`src/rtl/uart_cmd_parser.sv`:
```
// ASCII command parser behind the UART receiver: <letter><digits><CR|LF> sets the
// NCO tuning word, audio gain or demod mode and answers each command with ack or err.
module uart_cmd_parser #(
   parameter int unsigned TIMEOUT_CLKS  = 13600000,
   parameter logic [31:0] DEF_FREQ_WORD = 32'd0,
   parameter logic [7:0]  DEF_GAIN      = 8'd128
) (
   input  logic        osc_clk,
   input  logic        rst_n,
   input  logic        i_Rx_DV,
   input  logic [7:0]  i_Rx_Byte,
   output logic [31:0] o_Freq_Word,
   output logic        o_Freq_Stb,
   output logic [7:0]  o_Gain,
   output logic [1:0]  o_Mode,
   output logic        o_Ack,
   output logic        o_Err
);

   localparam int unsigned   TW     = $clog2(TIMEOUT_CLKS + 1);
   localparam logic [TW-1:0] T_LAST = TW'(TIMEOUT_CLKS - 1);

   typedef enum logic       {IDLE, VALUE} state_t;
   typedef enum logic [1:0] {CMD_F, CMD_G, CMD_M} cmd_t;

   state_t        state;
   cmd_t          cmd;
   logic [31:0]   acc;
   logic [3:0]    ndig;
   logic          ovf;
   logic [TW-1:0] tcnt;

   logic [35:0]   acc_next;
   logic [7:0]    lc;
   logic          is_digit;
   logic          is_term;
   logic          is_cmd;

   // acc*10 + d without a multiplier; the top nibble exposes 32-bit overflow
   assign acc_next = ({4'd0, acc} << 3) + ({4'd0, acc} << 1) + {32'd0, i_Rx_Byte[3:0]};
   assign lc       = i_Rx_Byte | 8'h20;
   assign is_digit = (i_Rx_Byte >= 8'h30) && (i_Rx_Byte <= 8'h39);
   assign is_term  = (i_Rx_Byte == 8'h0D) || (i_Rx_Byte == 8'h0A);
   assign is_cmd   = (lc == 8'h66) || (lc == 8'h67) || (lc == 8'h6D);

   // NOTE: all state and outputs are assigned with <= so every branch sees pre-edge values.
   always_ff @(posedge osc_clk or negedge rst_n) begin
      if (!rst_n) begin
         state       <= IDLE;
         cmd         <= CMD_F;
         acc         <= '0;
         ndig        <= '0;
         ovf         <= 1'b0;
         tcnt        <= '0;
         o_Freq_Word <= DEF_FREQ_WORD;
         o_Freq_Stb  <= 1'b0;
         o_Gain      <= DEF_GAIN;
         o_Mode      <= 2'd0;
         o_Ack       <= 1'b0;
         o_Err       <= 1'b0;
      end else begin
         // NOTE: strobes default low every cycle so each event yields exactly one pulse.
         o_Freq_Stb <= 1'b0;
         o_Ack      <= 1'b0;
         o_Err      <= 1'b0;
         unique case (state)
            IDLE: begin
               if (i_Rx_DV) begin
                  if (is_cmd) begin
                     cmd   <= (lc == 8'h66) ? CMD_F : (lc == 8'h67) ? CMD_G : CMD_M;
                     acc   <= '0;
                     ndig  <= '0;
                     ovf   <= 1'b0;
                     tcnt  <= '0;
                     state <= VALUE;
                  end else if (!is_term && i_Rx_Byte != 8'h20) begin
                     o_Err <= 1'b1;
                  end
               end
            end
            VALUE: begin
               if (i_Rx_DV) begin
                  tcnt <= '0;
                  if (is_digit) begin
                     acc <= acc_next[31:0];
                     if (|acc_next[35:32]) ovf <= 1'b1;
                     if (ndig != 4'd15) ndig <= ndig + 4'd1;
                  end else if (is_term) begin
                     state <= IDLE;
                     if (ndig == 4'd0 || ovf) begin
                        o_Err <= 1'b1;
                     end else begin
                        case (cmd)
                           CMD_F: begin
                              o_Freq_Word <= acc;
                              o_Freq_Stb  <= 1'b1;
                              o_Ack       <= 1'b1;
                           end
                           CMD_G: begin
                              if (acc > 32'd255) o_Err <= 1'b1;
                              else begin
                                 o_Gain <= acc[7:0];
                                 o_Ack  <= 1'b1;
                              end
                           end
                           CMD_M: begin
                              if (acc > 32'd3) o_Err <= 1'b1;
                              else begin
                                 o_Mode <= acc[1:0];
                                 o_Ack  <= 1'b1;
                              end
                           end
                           default: o_Err <= 1'b1;
                        endcase
                     end
                  end else begin
                     o_Err <= 1'b1;
                     state <= IDLE;
                  end
               end else if (tcnt == T_LAST) begin
                  o_Err <= 1'b1;
                  state <= IDLE;
                  tcnt  <= '0;
               end else begin
                  tcnt <= tcnt + 1'b1;
               end
            end
            default: state <= IDLE;
         endcase
      end
   end

endmodule
```
`config.mk`:
```
export PLATFORM = sky130hd
export DESIGN_NAME = uart_cmd_parser
export DESIGN_NICKNAME = d
export VERILOG_FILES = /design/src/rtl/uart_cmd_parser.sv
export SDC_FILE = /design/constraint.sdc
export NUM_CORES = 1
export LEC_CHECK = 0
export ABC_AREA = 1
export CORE_UTILIZATION = 25
export DETAILED_ROUTE_END_ITERATION = 16
export MAX_ROUTING_LAYER = met4
export PLACE_DENSITY = 0.44
export SLEW_MARGIN = 15
export SYNTH_ARGS = -nofsm -noshare
export SYNTH_HDL_FRONTEND = slang
export SYNTH_SLANG_ARGS = --single-unit
export TNS_END_PERCENT = 50
```
`constraint.sdc`:
```
create_clock -name osc_clk -period 2.8 [get_ports osc_clk]
set_input_delay 0.42 -clock osc_clk [delete_from_list [all_inputs] [get_ports osc_clk]]
set_output_delay 0.42 -clock osc_clk [all_outputs]
set_load 0.005 [all_outputs]
```
Yosys cells after proc, flatten, opt, wreduce, memory -nomap -nowiden
Index checks and enable logic that the tools add are counted.
- add/subtract/negate cells: 4
- magnitude comparators: 4
- equality and inequality tests: 16
- muxes and demuxes: 56
- bitwise operators: 5
- reduce and logical (&&, ||, !) cells: 18
- operators with widths (operator ; number):
    $mux 32 ; 4
    $mux 24 ; 4
    $pmux 32 s2 ; 1
    $pmux 24 s2 ; 1
    $add 35x33->36 ; 1
    $add 36x4->36 ; 1
    $mux 1 ; 33
    $gt 32x2->1 const B ; 1
    $gt 32x8->1 const B ; 1
    $add 24x1->24 const B ; 1
    $eq 24x24->1 const B ; 1
    $eq 7x6->1 const B ; 3
    $mux 4 ; 5
    $eq 8x4->1 const B ; 2
    $reduce_and 7->1 ; 2
    $reduce_and 5->1 ; 2
    $ge 8x6->1 const B ; 1
    $le 8x6->1 const B ; 1
    $ne 8x6->1 const B ; 1
    $pmux 4 s2 ; 1
    $ne 2x1->1 const B ; 3
    $ne 2x2->1 const B ; 3
    $pmux 1 s2 ; 3
    $pmux 1 s3 ; 2
    16 further kinds ; 25
- flip-flop bits (word level): 109
- output and inout bits: 45
- word-level logic and storage cells: 115

Longest topological paths before layout
- depth after elaboration: 8
- mapped depth: 19
- mapped depth without buffers: 19

Worst setup path after synthesis
No wires, ideal clock.
- path type: in2reg
- start point: in i_Rx_Byte[3]
- end point: reg ovf
- arrival: 2366 ps
- required time: 2683 ps
- setup slack: 317 ps
- stages: 17
- cells stage by stage: inv_1 -> fa_1 -> fa_1 -> inv_1 -> nand2_1 -> nand2_1 -> nand3_1 -> nand2_1 -> nand2_1 -> nand2_1 -> nand2_1 -> nand3_1 -> nand2_1 -> nor2_1 -> nand2_1 -> nand2_1 -> nand2_1
- longest elaborated chain between the ends: 5
- elaborated cells between the ends (all ways): 14
- classes of those cells: add/sub (1); order compare (2); eq/ne (6); reduce/logical (5)
- RTL lines (element ; RTL line ; source):
    start: declaration ; 11 ; input logic [7:0] i_Rx_Byte,
    branches (longest 4 deep; another with $add 36x4->36) ; - ;
    $reduce_and 5->1 (no source line) * ; - ;
    end signal: assignment ; 53 ; ovf <= 1'b0;
    end signal: assignment ; 73 ; ovf <= 1'b0;
    end signal: assignment ; 86 ; if (|acc_next[35:32]) ovf <= 1'b1;
    end: declaration ; 30 ; logic ovf;
Mark *: on every way between the ends.
A chain may end at the register's enable or synchronous reset.

Worst setup path after layout
- start point: in i_Rx_Byte[3]
- end point: reg acc[28]
- longest elaborated chain between the ends: 5
- elaborated cells between the ends (all ways): 15
- classes of those cells: add/sub (1); order compare (2); eq/ne (5); mux (3); reduce/logical (4)
- RTL lines (element ; RTL line ; source):
    branches (longest 5 deep; another with $add 36x4->36) ; - ;
    end signal: assignment ; 85 ; acc <= acc_next[31:0];
    end: declaration ; 28 ; logic [31:0] acc;
Several ways; the timed one is not identified. The select of a mux whose other input is x is not followed.

==> out/metrics.cfg <==
[sta]
setup_viol = 0
fin_skew_ps = 12.5
hold_violations = 0
rsz0062_at_grt = true
relSlewSlack = 0.662
max_freq_mhz = 371
hold_slack_ps = 491
period_share = 0.964
finalCriticalPeriod_ps = 2700
worst_pin_slew_ps = 499
drv_slew = 0

[grt]
gr-total-overflow = 0
grt_pass1_wl_um = 36100
antenna_found_initial = 0
track_usage = 0.151
grt_max_degree = 61
first_global_vias = 7019

[outcome]
status = complete, no violations

[critical_path]
crit_path_end_kind = flip-flop
required_ps = 3050
critical_path.cell_chain = clkdlybuf4s50_1 -> inv_1 -> fa_1 -> fa_2 -> inv_1 -> nand2_1 -> nand2_2 -> nand3_1 -> nand2_1 -> nand2_1 -> nand2_2 -> buf_4 -> nand2_1 -> nand2_1 -> nand2_1 -> nand3_1 -> nand2_1 -> nand3_1 -> nand2_1
cpLargestDelayFamily = simple AND/OR/NAND/NOR gates
criticalPathCategory = input pin to flip-flop
cp.arrival_ps = 2950
slowest_stage = clkdlybuf4s50_1
cp-start-kind = input pin
crit_path_max_fanout = 3
path_common_cell = nand2_1
cp_num_buf_inv = 4
max_stage_delay_ps = 480

[logic_synthesis]
yosysWarnings = 0
synthesis.area_per_instance_um2 = 7.25
async_flop_share = 1.00
muxShareOfSynthArea = 0
synth_most_common_cell = nand2_1
syn_nets = 1133
ys_types = 48
ys.flop_type = dfrtp_1
synth-adder-area-share = 0.113
synthXorXnorAreaFrac = 0.0264
synth_top_family_by_area = simple AND/OR/NAND/NOR gates
ys_seq_elements = 109
synth-compound-area-share = 0.115
synth_edf_count = 0
synth_top_cell_area_share = 0.354
synthTopCellsByArea = dfrtp_1 (35%), nand2_1 (16%), ha_1 (11%)
synth-simple-area-share = 0.286
synthTopCellsByCount = nand2_1 (323), inv_1 (150), dfrtp_1 (108)
syn-cell-area_um2 = 7640
synth_seq_area_share = 0.357
synthCells = 1054
yosysTopAreaCell = dfrtp_1

[clock_tree]
htreeDepth = 3
tritoncts = yes
clockBufferDepth = 2
cts.sinks = 109
numCtsBuffers = 9
cts_setup_buffers = 0
root_buffer = clkbuf_16
insertion_delay_ps = 360
clk_pin_slew_ps = 80

[pwr]
vdd_ir_drop_max_mv = 0.296
leakage_uw = 0.00461
pwr_density_cell_nw_per_um2 = 717
power_uw = 6570

[finish]
utilization = 0.307
final_nets = 1218
n_antenna_cell = 0
drive_above_1_share = 0.0918
n_fill_cell = 3255
area_growth_syn_to_layout_pct = 19.8
postLayoutCellArea_um2 = 9160

[placed_design]
dp.final_hpwl_um = 17000
portBuffers = 55
gp_congestion = 0.884
place_area_um2 = 8830

[floorplan]
core_um2 = 29900
ios = 56
dieArea_um2 = 31300
die_w_um = 177
start_util = 0.256
num_rows = 63
die_h_um = 177

[min_path]
hp-class = flip-flop to flip-flop

[drt]
drcViolationCount = 0
wl_per_cell_um = 14.0
drt_iter0_markers = 289
ant_nets = 0
drt-pass1-iter-count = 5
drt-total-wl_um = 21500
vias = 6814
via_per_inst = 4.44

[flow_run]
maxCapViolCount = 0

cell type report:
cell class,count,area [µm²],area share
Inverter,169,639,0.0698
Tap cell,390,488,0.0533
Clock buffer,11,253,0.0276
Sequential cell,109,2730,0.298
Clock inverter,5,40.0,0.00437
Timing Repair Buffer,92,858,0.0937
Multi-Input combinational cell,758,4150,0.453
through the flow:
stage	std cells	TNS [ps]	worst slack, ps
floorplan	1054	0	317
global placement	1517	-6470	-457
detailed placement	1517	-6730	-491
CTS	1534	0	27.3
global route	1534	-80.2	-80.2
finish	1534	0	101
tightest hold or removal path: stages (launching register included):
cell and delay, ps:
dfrtp_1 350, nand2_1 50, nand2_1 50
flip-flops by register name, summed over array words and instances, names as in the netlist:
| signal | count |
|---|---|
| o_Freq_Word | 32 |
| cmd | 2 |
| o_Ack | 1 |
| o_Freq_Stb | 1 |
| o_Gain | 8 |
| ndig | 4 |
| o_Mode | 2 |
| ovf | 1 |
| acc | 32 |
| state | 1 |
| o_Err | 1 |
| tcnt | 24 |
kinds of logic after synthesis:
family	count (synthesis)
AND/OR/NAND/NOR	512
buffers and inverters	187
AO/OA/AOI/OAI	155
flip-flops	109
adder cells (fa/ha/maj)	68
XOR/XNOR	23
placed cells by master (no fill, tap or decap), drive strengths merged, types with 8 or more instances in the layout:
cell / count
nor4: 8
xor2: 16
inv: 170
a21oi: 41
nand2: 328
clkbuf: 11
buf: 37
nand3: 39
o21ai: 77
ha: 66
o22ai: 17
clkdlybuf4s50: 52
dfrtp: 108
nand4: 21
nor2: 85
nor3: 23
timing repair:
item                                   CTS  global route
endpoints found under the hold margin   26             0
resized for setup                        3             6
pin swaps                                1             2
hold buffers                             1             0
setup endpoints to repair                6            14
worst paths after layout:
check	start	end	slack, ps	cells after the start
worst max-delay path	i_Rx_Byte[3]	acc[28]$_DFFE_PN0P_	100	19
worst min-delay path	o_Freq_Word[29]$_DFFE_PN0P_	o_Freq_Word[29]$_DFFE_PN0P_	490	2
worst max register to register	acc[2]$_DFFE_PN0P_	acc[28]$_DFFE_PN0P_	200	18
worst min register to register	o_Freq_Word[29]$_DFFE_PN0P_	o_Freq_Word[29]$_DFFE_PN0P_	490	2
max in group asynchronous	rst_n	o_Gain[7]$_DFFE_PN1P_	1570	3
min in group asynchronous	rst_n	tcnt[10]$_DFFE_PN0P_	510	2
power breakdown:
group | internal (µW) | switching (µW)
combinational | 1290 | 2070
clock | 665 | 651
sequential | 1720 | 171
metal layers:
metal / wire length, µm / part of all wire / vias to the layer above / GRT usage
met5: 0 / 0 / - / -
met4: 297 / 0.014 / 0 / 0.0402
met3: 426 / 0.020 / 23 / 0.0172
met2: 10200 / 0.47 / 81 / 0.250
met1: 10600 / 0.49 / 3131 / 0.195
li1: - / - / 3579 / -
(Power assumes the default switching activity.)
